[src/rtl/multicycle_main_fsm.sv]
// Multicycle main control FSM for the ARM-subset datapath: sequences fetch/decode/execute/writeback,
// waits on memory with a bounded wait-state counter, traps undefined ops, and counts retirements.
module multicycle_main_fsm #(
    parameter int MEM_HANDSHAKE = 1,
    parameter int TIMEOUT       = 16,
    parameter int CNT_W         = 32
) (
    input  logic             clk,
    input  logic             reset,
    input  logic [1:0]       Op,
    input  logic [5:0]       Funct,
    input  logic             MemReady,
    output logic             MemReq,
    output logic             IRWrite,
    output logic             NextPC,
    output logic             Branch,
    output logic             RegW,
    output logic             MemW,
    output logic             AdrSrc,
    output logic             ALUSrcA,
    output logic [1:0]       ALUSrcB,
    output logic [1:0]       ResultSrc,
    output logic             ALUOp,
    output logic             Retire,
    output logic [CNT_W-1:0] RetireCnt,
    output logic             Fault,
    output logic [3:0]       State
);

    localparam int WAIT_W = $clog2(TIMEOUT + 2);

    typedef enum logic [3:0] {
        S_FETCH    = 4'd0,
        S_DECODE   = 4'd1,
        S_MEMADR   = 4'd2,
        S_MEMREAD  = 4'd3,
        S_MEMWB    = 4'd4,
        S_MEMWRITE = 4'd5,
        S_EXECR    = 4'd6,
        S_EXECI    = 4'd7,
        S_ALUWB    = 4'd8,
        S_BRANCH   = 4'd9,
        S_FAULT    = 4'd10
    } state_t;

    state_t              state_reg;
    state_t              state_next;
    logic [WAIT_W-1:0]   wait_cnt_reg;
    logic [WAIT_W-1:0]   wait_cnt_next;
    logic [CNT_W-1:0]    retire_cnt_reg;

    logic done;
    logic is_mem_state;
    logic timeout_hit;
    logic unused_funct;

    assign done         = (MEM_HANDSHAKE != 0) ? MemReady : 1'b1;
    assign is_mem_state = (state_reg == S_FETCH) || (state_reg == S_MEMREAD) ||
                          (state_reg == S_MEMWRITE);
    // The counter holds the number of completed wait cycles, so TIMEOUT waits are tolerated and
    // the next undone cycle traps; a done in that same cycle still lets the access complete.
    assign timeout_hit  = (TIMEOUT != 0) && is_mem_state && !done &&
                          (wait_cnt_reg == WAIT_W'(TIMEOUT));
    assign unused_funct = ^Funct[4:1];

    // State register and counters
    always_ff @(posedge clk) begin
        if (reset) begin
            state_reg      <= S_FETCH;
            wait_cnt_reg   <= '0;
            retire_cnt_reg <= '0;
        end else begin
            state_reg    <= state_next;
            wait_cnt_reg <= wait_cnt_next;
            if (Retire) begin
                retire_cnt_reg <= retire_cnt_reg + CNT_W'(1);
            end
        end
    end

    // Next-state logic
    always_comb begin
        state_next = state_reg;
        unique case (state_reg)
            S_FETCH: begin
                if (done)             state_next = S_DECODE;
                else if (timeout_hit) state_next = S_FAULT;
            end
            S_DECODE: begin
                unique case (Op)
                    2'b00:   state_next = Funct[5] ? S_EXECI : S_EXECR;
                    2'b01:   state_next = S_MEMADR;
                    2'b10:   state_next = S_BRANCH;
                    default: state_next = S_FAULT;
                endcase
            end
            S_MEMADR:   state_next = Funct[0] ? S_MEMREAD : S_MEMWRITE;
            S_MEMREAD: begin
                if (done)             state_next = S_MEMWB;
                else if (timeout_hit) state_next = S_FAULT;
            end
            S_MEMWRITE: begin
                if (done)             state_next = S_FETCH;
                else if (timeout_hit) state_next = S_FAULT;
            end
            S_EXECR, S_EXECI:            state_next = S_ALUWB;
            S_ALUWB, S_MEMWB, S_BRANCH:  state_next = S_FETCH;
            S_FAULT:                     state_next = S_FAULT;
            default:                     state_next = S_FAULT;
        endcase

        // Restart the wait count whenever a new state is entered
        wait_cnt_next = wait_cnt_reg;
        if (state_next != state_reg) begin
            wait_cnt_next = '0;
        end else if (is_mem_state && !done) begin
            wait_cnt_next = wait_cnt_reg + WAIT_W'(1);
        end
    end

    // Output logic: Moore decode, with IRWrite/NextPC qualified by memory completion
    always_comb begin
        MemReq    = 1'b0;
        IRWrite   = 1'b0;
        NextPC    = 1'b0;
        Branch    = 1'b0;
        RegW      = 1'b0;
        MemW      = 1'b0;
        AdrSrc    = 1'b0;
        ALUSrcA   = 1'b0;
        ALUSrcB   = 2'b00;
        ResultSrc = 2'b00;
        ALUOp     = 1'b0;
        Retire    = 1'b0;
        if (!reset) begin
            unique case (state_reg)
                S_FETCH: begin
                    MemReq    = 1'b1;
                    ALUSrcA   = 1'b1;
                    ALUSrcB   = 2'b10;
                    ResultSrc = 2'b10;
                    IRWrite   = done;
                    NextPC    = done;
                end
                S_DECODE: begin
                    ALUSrcA   = 1'b1;
                    ALUSrcB   = 2'b10;
                    ResultSrc = 2'b10;
                end
                S_MEMADR: begin
                    ALUSrcB = 2'b01;
                end
                S_MEMREAD: begin
                    MemReq = 1'b1;
                    AdrSrc = 1'b1;
                end
                S_MEMWB: begin
                    ResultSrc = 2'b01;
                    RegW      = 1'b1;
                    Retire    = 1'b1;
                end
                S_MEMWRITE: begin
                    MemReq = 1'b1;
                    AdrSrc = 1'b1;
                    MemW   = 1'b1;
                    Retire = done;
                end
                S_EXECR: begin
                    ALUOp = 1'b1;
                end
                S_EXECI: begin
                    ALUSrcB = 2'b01;
                    ALUOp   = 1'b1;
                end
                S_ALUWB: begin
                    RegW   = 1'b1;
                    Retire = 1'b1;
                end
                S_BRANCH: begin
                    ALUSrcB   = 2'b01;
                    ResultSrc = 2'b10;
                    Branch    = 1'b1;
                    Retire    = 1'b1;
                end
                default: ;
            endcase
        end
    end

    assign Fault     = (state_reg == S_FAULT);
    assign State     = state_reg;
    assign RetireCnt = retire_cnt_reg;

endmodule
[config.mk]
export PLATFORM = sky130hd
export DESIGN_NAME = multicycle_main_fsm
export DESIGN_NICKNAME = d
export VERILOG_FILES = /design/src/rtl/multicycle_main_fsm.sv
export SDC_FILE = /design/constraint.sdc
export NUM_CORES = 1
export LEC_CHECK = 0
export CELL_PAD_IN_SITES_DETAIL_PLACEMENT = 1
export CELL_PAD_IN_SITES_GLOBAL_PLACEMENT = 1
export CORE_MARGIN = 1.5
export CORE_UTILIZATION = 32
export CTS_CLUSTER_SIZE = 28
export DETAILED_ROUTE_END_ITERATION = 10
export PLACE_DENSITY = 0.72
export SYNTH_ARGS = -nofsm -noshare
export SYNTH_HDL_FRONTEND = slang
export SYNTH_SLANG_ARGS = --single-unit
[constraint.sdc]
create_clock -name clk -period 3.3 [get_ports clk]
set_input_delay 0.99 -clock clk [delete_from_list [all_inputs] [get_ports clk]]
set_output_delay 0.99 -clock clk [all_outputs]
set_load 0.01 [all_outputs]
==> metrics.txt, run 1 <==
register area share after synthesis=34.13%; max reg flops=32; Internal=795.5 uW; Req. time, crit path=approximately 2.3 ns; antenna fix cells=0; final WL=around 7000 um; Pre-antenna DRT Iters=6; most frequent cells in the layout=clkdlybuf4s50_1, dfxtp_1, nor2_1; number of H-tree levels=2; max cap viols=0; DRT iter0 DRCs=64; HP Class=reg -> reg; CP max FO=11; Ys Warns=0; peak supply drop=about 0.18 mV; compound-cell area share of the yosys netlist=just over 20%; switching share of power=between 30% and 40%; flops & latches, synth=41; Setup Skew=~0.0059 ns; via count=2459; area of the die=0.008044 mm^2; global route overflow=0; commonest non-fill, non-tap cell in the layout=clkdlybuf4s50_1; CP Capture Type=primary output; Layout Nets=~370; Die H=approximately 90 um; Top FF cell, synth=dfxtp_1; number of synthesized flops with an enable pin=0; share of cells above drive strength 1=roughly an eighth; post-synth cell types=52; Simple-Gate Fraction of Synth Area=26.12%; clock buffers created by TritonCTS=5; unrepaired setup endpoints after global routing=false; Synth Area in XOR/XNOR=under 10%; initial cell density of the core=between 30% and 40%; Synth Cell Area=approximately 0.0024 mm^2; row count=31; routability cong.=~0.83; Avg Cell Area, Syn=around 8.2 um^2; Reg power frac=45.6%; clk_lat worst skew=slightly below 0.3 ns; largest family of logic cells by synthesized area=simple AND/OR/NAND/NOR gates; final hold violations=0; core area=just over 0.007 mm^2; Max clock buf depth=2; relative slew slack=approximately three fifths; largest net degree at the start of global routing=26; # IOs=between 60 and 70; vias per cell=5.357; Setup TNS=0 ns; Die X=89.69 um; ys async rst share=0%; WHS=0.4903 ns; TritonCTS clock tree=built; Gate power share=between 20% and 30%; NetSw=348.0 uW; vias in the first global route=~2300; outcome=completed; Post-DP HPWL=between 5000 and 6000 um; final worst slack=around 0.12 ns; Sink Count=just over 40; Fmax=roughly 310 MHz; antenna viol nets, final=0; Slew @ Worst Pin=approximately 0.56 ns; worst slack at placement=-0.3715 ns; Syn-to-layout area delta=35.95%; Crit Path Category=reg -> out; initial antenna violation count=0; power share of the clock group=a little under a third; Startpoint Class=flip-flop; leakage power=approximately 0.0011 uW; CTS Hold Bufs=0; clock-pin slew on the worst setup and hold paths=approximately 0.080 ns; Period minus WS final=3.177 ns; pwr/cell area=349.8 mW/mm^2; GRT Overall Usage=approximately 18%; Buffers on Ports=57; DRC viols=0; Clk Tree Root Cell=clkbuf_8; period utilization=96.27%; adder-cell area share of the yosys netlist=1.561%; CP arrival=2.19 ns; overall power=about 1100 uW; Final setup viols=0; post-synthesis mux area share=under 10%; Pins Over Slew Limit=0; global-route wire length before repair=roughly 12000 um; WL/cell=~16 um; Post-Syn Nets=roughly 310; fillers=886; Post-Syn Instances=295
## layer usage
layer  GRT usage, %  wire length [um]  part of all wire [%]  vias to the layer above
met1          26.39              3499                    49                     1203
met4          3.776                55                  0.77                        0
met5              0                 0                     0                        -
met2          28.83              3337                    47                       54
li1               -                 -                     -                     1197
met3          3.016               277                   3.9                        5
## cells by family after synthesis
group,after synthesis
AO/OA/AOI/OAI,69
XOR/XNOR,27
adder cells (fa/ha/maj),3
buffers and inverters,34
flip-flops,41
multiplexers,3
AND/OR/NAND/NOR,118
## synthesized netlist by cell type, drive strengths merged (4+ instances only)
cell / n / area share, %
nand2: 15 / 2.3
nor3: 10 / 2.1
o21ai: 12 / 2.5
xor2: 4 / 1.5
clkbuf: 11 / 1.7
xnor2: 23 / 8.4
inv: 13 / 2.0
nor2: 35 / 5.5
dfxtp: 41 / 34
nand3: 13 / 2.7
a2111oi: 12 / 5.2
nand4: 7 / 1.8
or3: 8 / 2.2
a21oi: 19 / 4.0
buf: 10 / 3.0
nor4: 6 / 1.6
nand2b: 4 / 1.0
## through the flow
| stage | instances | cell area (um^2) | util, % |
|---|---|---|---|
| CTS | 458 | 3261 | 44.95 |
| finish | 459 | 3269 | 45.07 |
| global route | 459 | 3269 | 45.07 |
| global placement | 451 | 3147 | 43.38 |
| detailed placement | 451 | 3147 | 43.38 |
| floorplan | 295 | 2409 | - |
## path summary, 6_finish.rpt
| kind | startpoint | end | slack, ns | cells after the start |
|---|---|---|---|---|
| worst min-delay path | RetireCnt[31] | RetireCnt[31] | 0.49 | 2 |
| worst max-delay path | State[2] | MemReq | 0.12 | 4 |
| worst min register to register | RetireCnt[31] | RetireCnt[31] | 0.49 | 2 |
| worst max register to register | State[1] | RetireCnt[21] | 0.77 | 5 |
## area by class of cell
class | count | area (um^2) | area share [%]
inverters | 13 | 48.80 | 1.493
flip-flops and latches | 41 | 822.0 | 25.14
clock inverters | 1 | 7.507 | 0.2296
repair buffers | 79 | 729.5 | 22.31
clock buffers | 6 | 82.58 | 2.526
multi-input cells | 220 | 1455 | 44.51
well taps | 99 | 123.9 | 3.789
## worst max-delay path, stage by stage, from the launching register on
cell and delay, ns:
dfxtp_1 0.63, xnor2_1 0.26, mux2i_1 0.25, nor3_1 0.19, clkdlybuf4s50_1 0.57
## repair_timing
| action | 4_1_cts | 5_1_grt |
|---|---|---|
| resized for setup | 15 | 5 |
| endpoints found under the setup margin | 14 | 6 |
| pin swaps | 1 | 2 |
| setup buffers | 0 | 1 |
## power groups by stage
stage | Combinational [uW] | Clock, uW | Sequential [uW]
3_5_place_dp | 265 | 0 | 533
2_1_floorplan | 157 | 0 | 527
4_1_cts | 270 | 357 | 521
6_report | 273 | 348 | 522
3_3_place_gp | 262 | 0 | 532
5_1_grt | 295 | 382 | 524
Power figures use the tool's default switching activity.
==> run 2: changes to the inputs <==
--- a/config.mk
+++ b/config.mk
@@ -12,6 +12,7 @@
 export CTS_CLUSTER_SIZE = 28
 export DETAILED_ROUTE_END_ITERATION = 10
 export PLACE_DENSITY = 0.72
+export RECOVER_POWER = 25
 export SYNTH_ARGS = -nofsm -noshare
 export SYNTH_HDL_FRONTEND = slang
 export SYNTH_SLANG_ARGS = --single-unit
==> run 2 against run 1 <==
Critical path depth rose by 2. Utilization down 0.36 points. Sequential power is essentially flat. Sequential share of layout area up 0.20 points. Flip-flop and latch count did not move. Setup slack lost 0.031 ns.
==> metrics.txt, run 2 (synthesis results as in run 1) <==
core area=0.007253 mm^2 (unchanged); fillers=888 (+0.23%); peak supply drop=0.1839 mV (-0.46%); final WL=7169 um (about the same); CP arrival=2.22 ns (+0.03 ns); most frequent cells in the layout=clkdlybuf4s50_1, dfxtp_1, nor2_1; r2r worst-path depth=5 (unchanged); initial cell density of the core=33.16% (unchanged); Post-DP HPWL=5200 um (unchanged); Slew @ Worst Pin=0.7926 ns (+0.2345 ns); via count=2446 (-0.53%); leakage power=0.001112 uW (+0.21%); Setup Skew=0.005193 ns (-0.0007052 ns); period utilization=97.21% (+0.94 points); WL/cell=15.62 um (about the same); commonest non-fill, non-tap cell in the layout=clkdlybuf4s50_1; placed insts=451 (unchanged); Die H=89.69 um (unchanged); vias in the first global route=2289 (unchanged); Max clock buf depth=2 (unchanged); CTS Hold Bufs=0 (unchanged); global-route wire length before repair=11600 um (unchanged); Pre-antenna DRT Iters=6 (unchanged); Clk Tree Root Cell=clkbuf_8; GRT Overall Usage=18.33% (unchanged); Pins Over Slew Limit=0 (unchanged); routability cong.=0.8339 (unchanged); NetSw=345.6 uW (-0.70%); final hold violations=0 (unchanged); flip-flop and latch area=822.0 um^2 (unchanged); clk_lat worst skew=0.29 ns (about the same); outcome=completed; max cap viols=0 (unchanged); TritonCTS clock tree=built; relative slew slack=47.16% (-15 points); Crit Path Category=in -> out; switching share of power=30.39% (-0.049 points); placed inst area=0.003147 mm^2 (unchanged); Setup TNS=0 ns (unchanged); number of H-tree levels=2 (unchanged); Final setup viols=0 (unchanged); initial antenna violation count=0 (unchanged); vias per cell=5.329 (-0.53%); Fmax=311.7 MHz (-0.97%); overall power=1137 uW (-0.54%); clock buffers created by TritonCTS=5 (unchanged); Die X=89.69 um (unchanged); antenna fix cells=0 (unchanged); reg2reg start=State[2]; clock-pin slew on the worst setup and hold paths=0.08 ns (about the same); max reg flops=32 (unchanged); Req. time, crit path=2.31 ns (about the same); Reg power frac=45.9% (+0.3 points); row count=31 (unchanged); CP Capture Type=primary output; Syn-to-layout area delta=34.86%; HP Class=reg -> reg; launch point of the worst path=MemReady; Buffers on Ports=57 (unchanged); Startpoint Class=input pin; post-route design area=0.003243 mm^2 (-0.80%); Final Non-Filler Cells=459 (unchanged); fin util=44.71% (-0.36 points); area of the die=0.008044 mm^2 (unchanged); DRC viols=0 (unchanged); CP max FO=2 (-9); area of the multi-input gates=0.001439 mm^2 (-1.1%); global route overflow=0 (unchanged); Critical Path Sink=Retire; Critical R2R Capture=RetireCnt[21]; largest net degree at the start of global routing=26 (unchanged); power share of the clock group=30.6% (about the same); Layout Nets=374 (unchanged); WHS Path Cells=2 (unchanged); Sink Count=41 (unchanged); # IOs=62 (unchanged); pwr/cell area=350.7 mW/mm^2 (+0.27%); antenna viol nets, final=0 (unchanged); Gate power share=23.6% (-0.3 points); unrepaired setup endpoints after global routing=false; share of cells above drive strength 1=11.67% (-1.4 points); Period minus WS final=3.208 ns (+0.03112 ns); DRT iter0 DRCs=71 (+11%); Internal=791.8 uW (-0.46%); flop2flop setup slack=0.73 ns (-0.04 ns)
[run 2: area by class of cell]
| class | instances | share of cell area (%) |
|---|---|---|
| clock buffers | 6 | 2.546 |
| clock inverters | 1 | 0.2315 |
| inverters | 13 | 1.505 |
| multi-input cells | 220 | 44.37 |
| flip-flops and latches | 41 | 25.35 |
| well taps | 99 | 3.819 |
| repair buffers | 79 | 22.18 |
[run 2: how the worst min path moves through the flow]
stage	start	end	slack (ns)
floorplan	RetireCnt[31]	RetireCnt[31]	0.50
global placement	RetireCnt[31]	RetireCnt[31]	0.46
detailed placement	RetireCnt[31]	RetireCnt[31]	0.47
CTS	RetireCnt[31]	RetireCnt[31]	0.49
global route	RetireCnt[31]	RetireCnt[31]	0.53
finish	RetireCnt[31]	RetireCnt[31]	0.49
[run 2: worst max-delay path: stages]
cell and delay, ns:
clkdlybuf4s25_1 0.26, nand2b_1 0.16, nand3_1 0.12, a21oi_1 0.27
and2_4 0.19, clkdlybuf4s15_2 0.22
[run 2: routing by layer]
| layer | GRT usage, % | part of all wire (%) | wire length [um] |
|---|---|---|---|
| met3 | 3.016 | 3.8 | 270 |
| met2 | 28.83 | 46 | 3330 |
| met4 | 3.776 | 0.53 | 38 |
| met1 | 26.39 | 49 | 3529 |
| met5 | 0 | 0 | 0 |
[run 2: power by group through the flow]
| stage | Combinational, uW | Sequential [uW] | Clock, uW |
|---|---|---|---|
| after floorplan | 157 | 527 | 0 |
| after global placement | 262 | 532 | 0 |
| after detailed placement | 265 | 533 | 0 |
| after CTS | 270 | 521 | 357 |
| after global routing | 290 | 524 | 382 |
| final | 268 | 522 | 348 |
[run 2: metrics by stage]
step                      hold WS (ns)  setup WS (ns)
after global placement          0.4641        -0.3330
after floorplan                 0.4959        0.01958
after detailed placement        0.4735        -0.3715
after CTS                       0.4865       0.004459
final                           0.4872        0.09200
after global routing            0.5345        0.02804
[run 2: timing repair]
item,in CTS,in global routing
pin swaps,1,2
buffers inserted,0,1
resized for setup,15,5
hold endpoints to repair,0,0
setup endpoints to repair,14,6
==> run 3: changes to the inputs <==
--- a/config.mk
+++ b/config.mk
@@ -8,10 +8,10 @@
 export CELL_PAD_IN_SITES_DETAIL_PLACEMENT = 1
 export CELL_PAD_IN_SITES_GLOBAL_PLACEMENT = 1
 export CORE_MARGIN = 1.5
-export CORE_UTILIZATION = 32
+export CORE_UTILIZATION = 38
 export CTS_CLUSTER_SIZE = 28
 export DETAILED_ROUTE_END_ITERATION = 10
-export PLACE_DENSITY = 0.72
+export PLACE_DENSITY = 0.8
 export RECOVER_POWER = 25
 export SYNTH_ARGS = -nofsm -noshare
 export SYNTH_HDL_FRONTEND = slang
==> constraint.sdc (replaced) <==
create_clock -name clk -period 4.05 [get_ports clk]
set_input_delay 1.215 -clock clk [delete_from_list [all_inputs] [get_ports clk]]
set_output_delay 1.215 -clock clk [all_outputs]
set_load 0.01 [all_outputs]
==> run 3 against run 2 <==
Non-clock buffer count shrank 10. Routed wire length fell by 6.2%. Global-route usage increased by 2.2 points. Clock skew increased by 0.0048 ns. Critical endpoint is now IRWrite. Sequential share of layout area increased by 0.75 points. Combinational power fell by 28%. First-iteration DRC count rose by 48%.
==> metrics.txt, run 3 (synthesis results as in run 1) <==
TritonCTS clock tree=built; Period minus WS final=3.924 ns; max cap viols=0 (unchanged); Layout Nets=364 (-2.7%); CP max FO=8 (+6); CP arrival=2.71 ns (+0.49 ns); relative slew slack=43.76% (-3.4 points); antenna viol nets, final=0 (unchanged); Final setup viols=0 (unchanged); max reg flops=32 (unchanged); Clk Tree Root Cell=clkbuf_8; final worst slack=0.1260 ns (+0.03405 ns); Crit Path Category=in -> out; Setup TNS=0 ns (unchanged); Post-DP HPWL=4823 um (-7.3%); GRT Overall Usage=20.49% (+2.2 points); peak supply drop=0.1610 mV (-12%); vias per cell=5.706 (+7.1%); number of H-tree levels=2 (unchanged); overall power=912.1 uW (-20%); Buffers on Ports=57 (unchanged); initial cell density of the core=39.91% (+6.8 points); leakage power=0.001104 uW (-0.74%); unrepaired setup endpoints after global routing=false; routability cong.=0.7844 (-5.9%); initial antenna violation count=0 (unchanged); fillers=721 (-19%); period utilization=between 90% and 100%; global route overflow=0 (unchanged); outcome=completed; Fmax=around 250 MHz; flip-flop and latch area=820.8 um^2 (-0.15%); # IOs=62 (unchanged); final WL=6726 um (-6.2%); Pins Over Slew Limit=0 (unchanged); clock-pin slew on the worst setup and hold paths=0.08 ns (about the same); HP Class=reg -> reg; area of the die=0.006815 mm^2 (-15%); clk_lat worst skew=0.30 ns (about the same); Startpoint Class=input pin; Die H=82.55 um (-8.0%); Slew @ Worst Pin=0.8424 ns (+0.04985 ns); WL/cell=15.83 um (+1.3%); most frequent cells in the layout=dfxtp_1, clkdlybuf4s50_1, nor2_1; CTS Hold Bufs=0 (unchanged); clock buffers created by TritonCTS=5 (unchanged); pwr/cell area=290.0 mW/mm^2 (-17%); Syn-to-layout area delta=30.80%; Sink Count=41 (unchanged); antenna fix cells=0 (unchanged); DRC viols=0 (unchanged); Pre-antenna DRT Iters=4 (-2); largest net degree at the start of global routing=26 (unchanged); commonest non-fill, non-tap cell in the layout=dfxtp_1; DRT iter0 DRCs=105 (+48%); core area=0.006026 mm^2 (-17%); Setup Skew=0.009984 ns (+0.004791 ns); share of cells above drive strength 1=8.000% (-3.7 points); row count=28 (-9.7%); final hold violations=0 (unchanged); Max clock buf depth=2 (unchanged); Die X=82.55 um (-8.0%); area of the multi-input gates=0.001435 mm^2 (-0.26%); Req. time, crit path=2.83 ns (+0.52 ns); CP Capture Type=primary output; via count=2425 (-0.86%); vias in the first global route=2294 (+0.22%); global-route wire length before repair=10920 um (-5.9%); worst slack at placement=-0.05718 ns (+0.3143 ns)
==> run 3: cell types whose count changed in the layout (fill, tap and decap cells not counted), moves of 2 or more <==
cell,previous run,this run
dlygate4sd3_1,8,16
dlymetal6s2s_1,0,2
clkdlybuf4s50_1,41,38
dlygate4sd2_1,4,1
and2_1,1,3
buf_4,19,10
==> run 3: what timing repair did <==
action / in CTS / in global routing
gates resized for setup: 3 / 4
endpoints found under the setup margin: 3 / 9
endpoints found under the hold margin: 0 / 0
buffers inserted: 0 / 0
pin swaps: 1 / 0
==> run 3: metrics by stage <==
stage | util (%) | area, um^2 | hold slack, ns | cells
3_3_place_gp | 50.54 | 3045 | 0.4681 | 418
2_1_floorplan | - | 2405 | 0.4959 | 295
4_1_cts | 52.18 | 3144 | 0.4910 | 425
5_1_grt | 52.20 | 3146 | 0.5115 | 425
3_5_place_dp | 50.54 | 3045 | 0.4781 | 418
6_report | 52.20 | 3146 | 0.4856 | 425
==> run 3: routing by layer <==
metal  part of all wire, %  track usage, %  up-vias
met3                   3.1           3.297        5
met1                    49           26.57     1199
li1                      -               -     1176
met2                    48           35.37       45
met4                  0.74           4.833        0
met5                     0               0        -
==> run 3: area by class of cell <==
| class | instances | share of cell area (%) |
|---|---|---|
| tap | 75 | 2.983 |
| clock buffer | 6 | 2.625 |
| inverter | 13 | 1.551 |
| timing repair buffer | 69 | 20.88 |
| sequential | 41 | 26.09 |
| clock inverter | 1 | 0.2387 |
| multi-input combinational | 220 | 45.62 |
==> run 3: where the power goes <==
part / internal, uW / total (uW) / switching, uW
Clock: 135 / 286 / 151
Combinational: 89.3 / 193 / 104
Sequential: 410 / 433 / 22.9
Total: 634 / 912 / 278
==> run 3: worst max-delay path, cell delays in order <==
cell and delay [ns]:
clkdlybuf4s50_1 0.49, buf_4 0.16, nand2_1 0.07, nor4_2 0.18
clkdlybuf4s50_1 0.59
==> run 3: worst paths after layout <==
path	slack, ns	depth (start not counted)	endpoint	from
hold / removal	0.49	2	RetireCnt[31]	RetireCnt[31]
setup reg to reg	1.43	5	RetireCnt[31]	State[1]
hold reg to reg	0.49	2	RetireCnt[31]	RetireCnt[31]
setup / recovery	0.13	5	IRWrite	MemReady
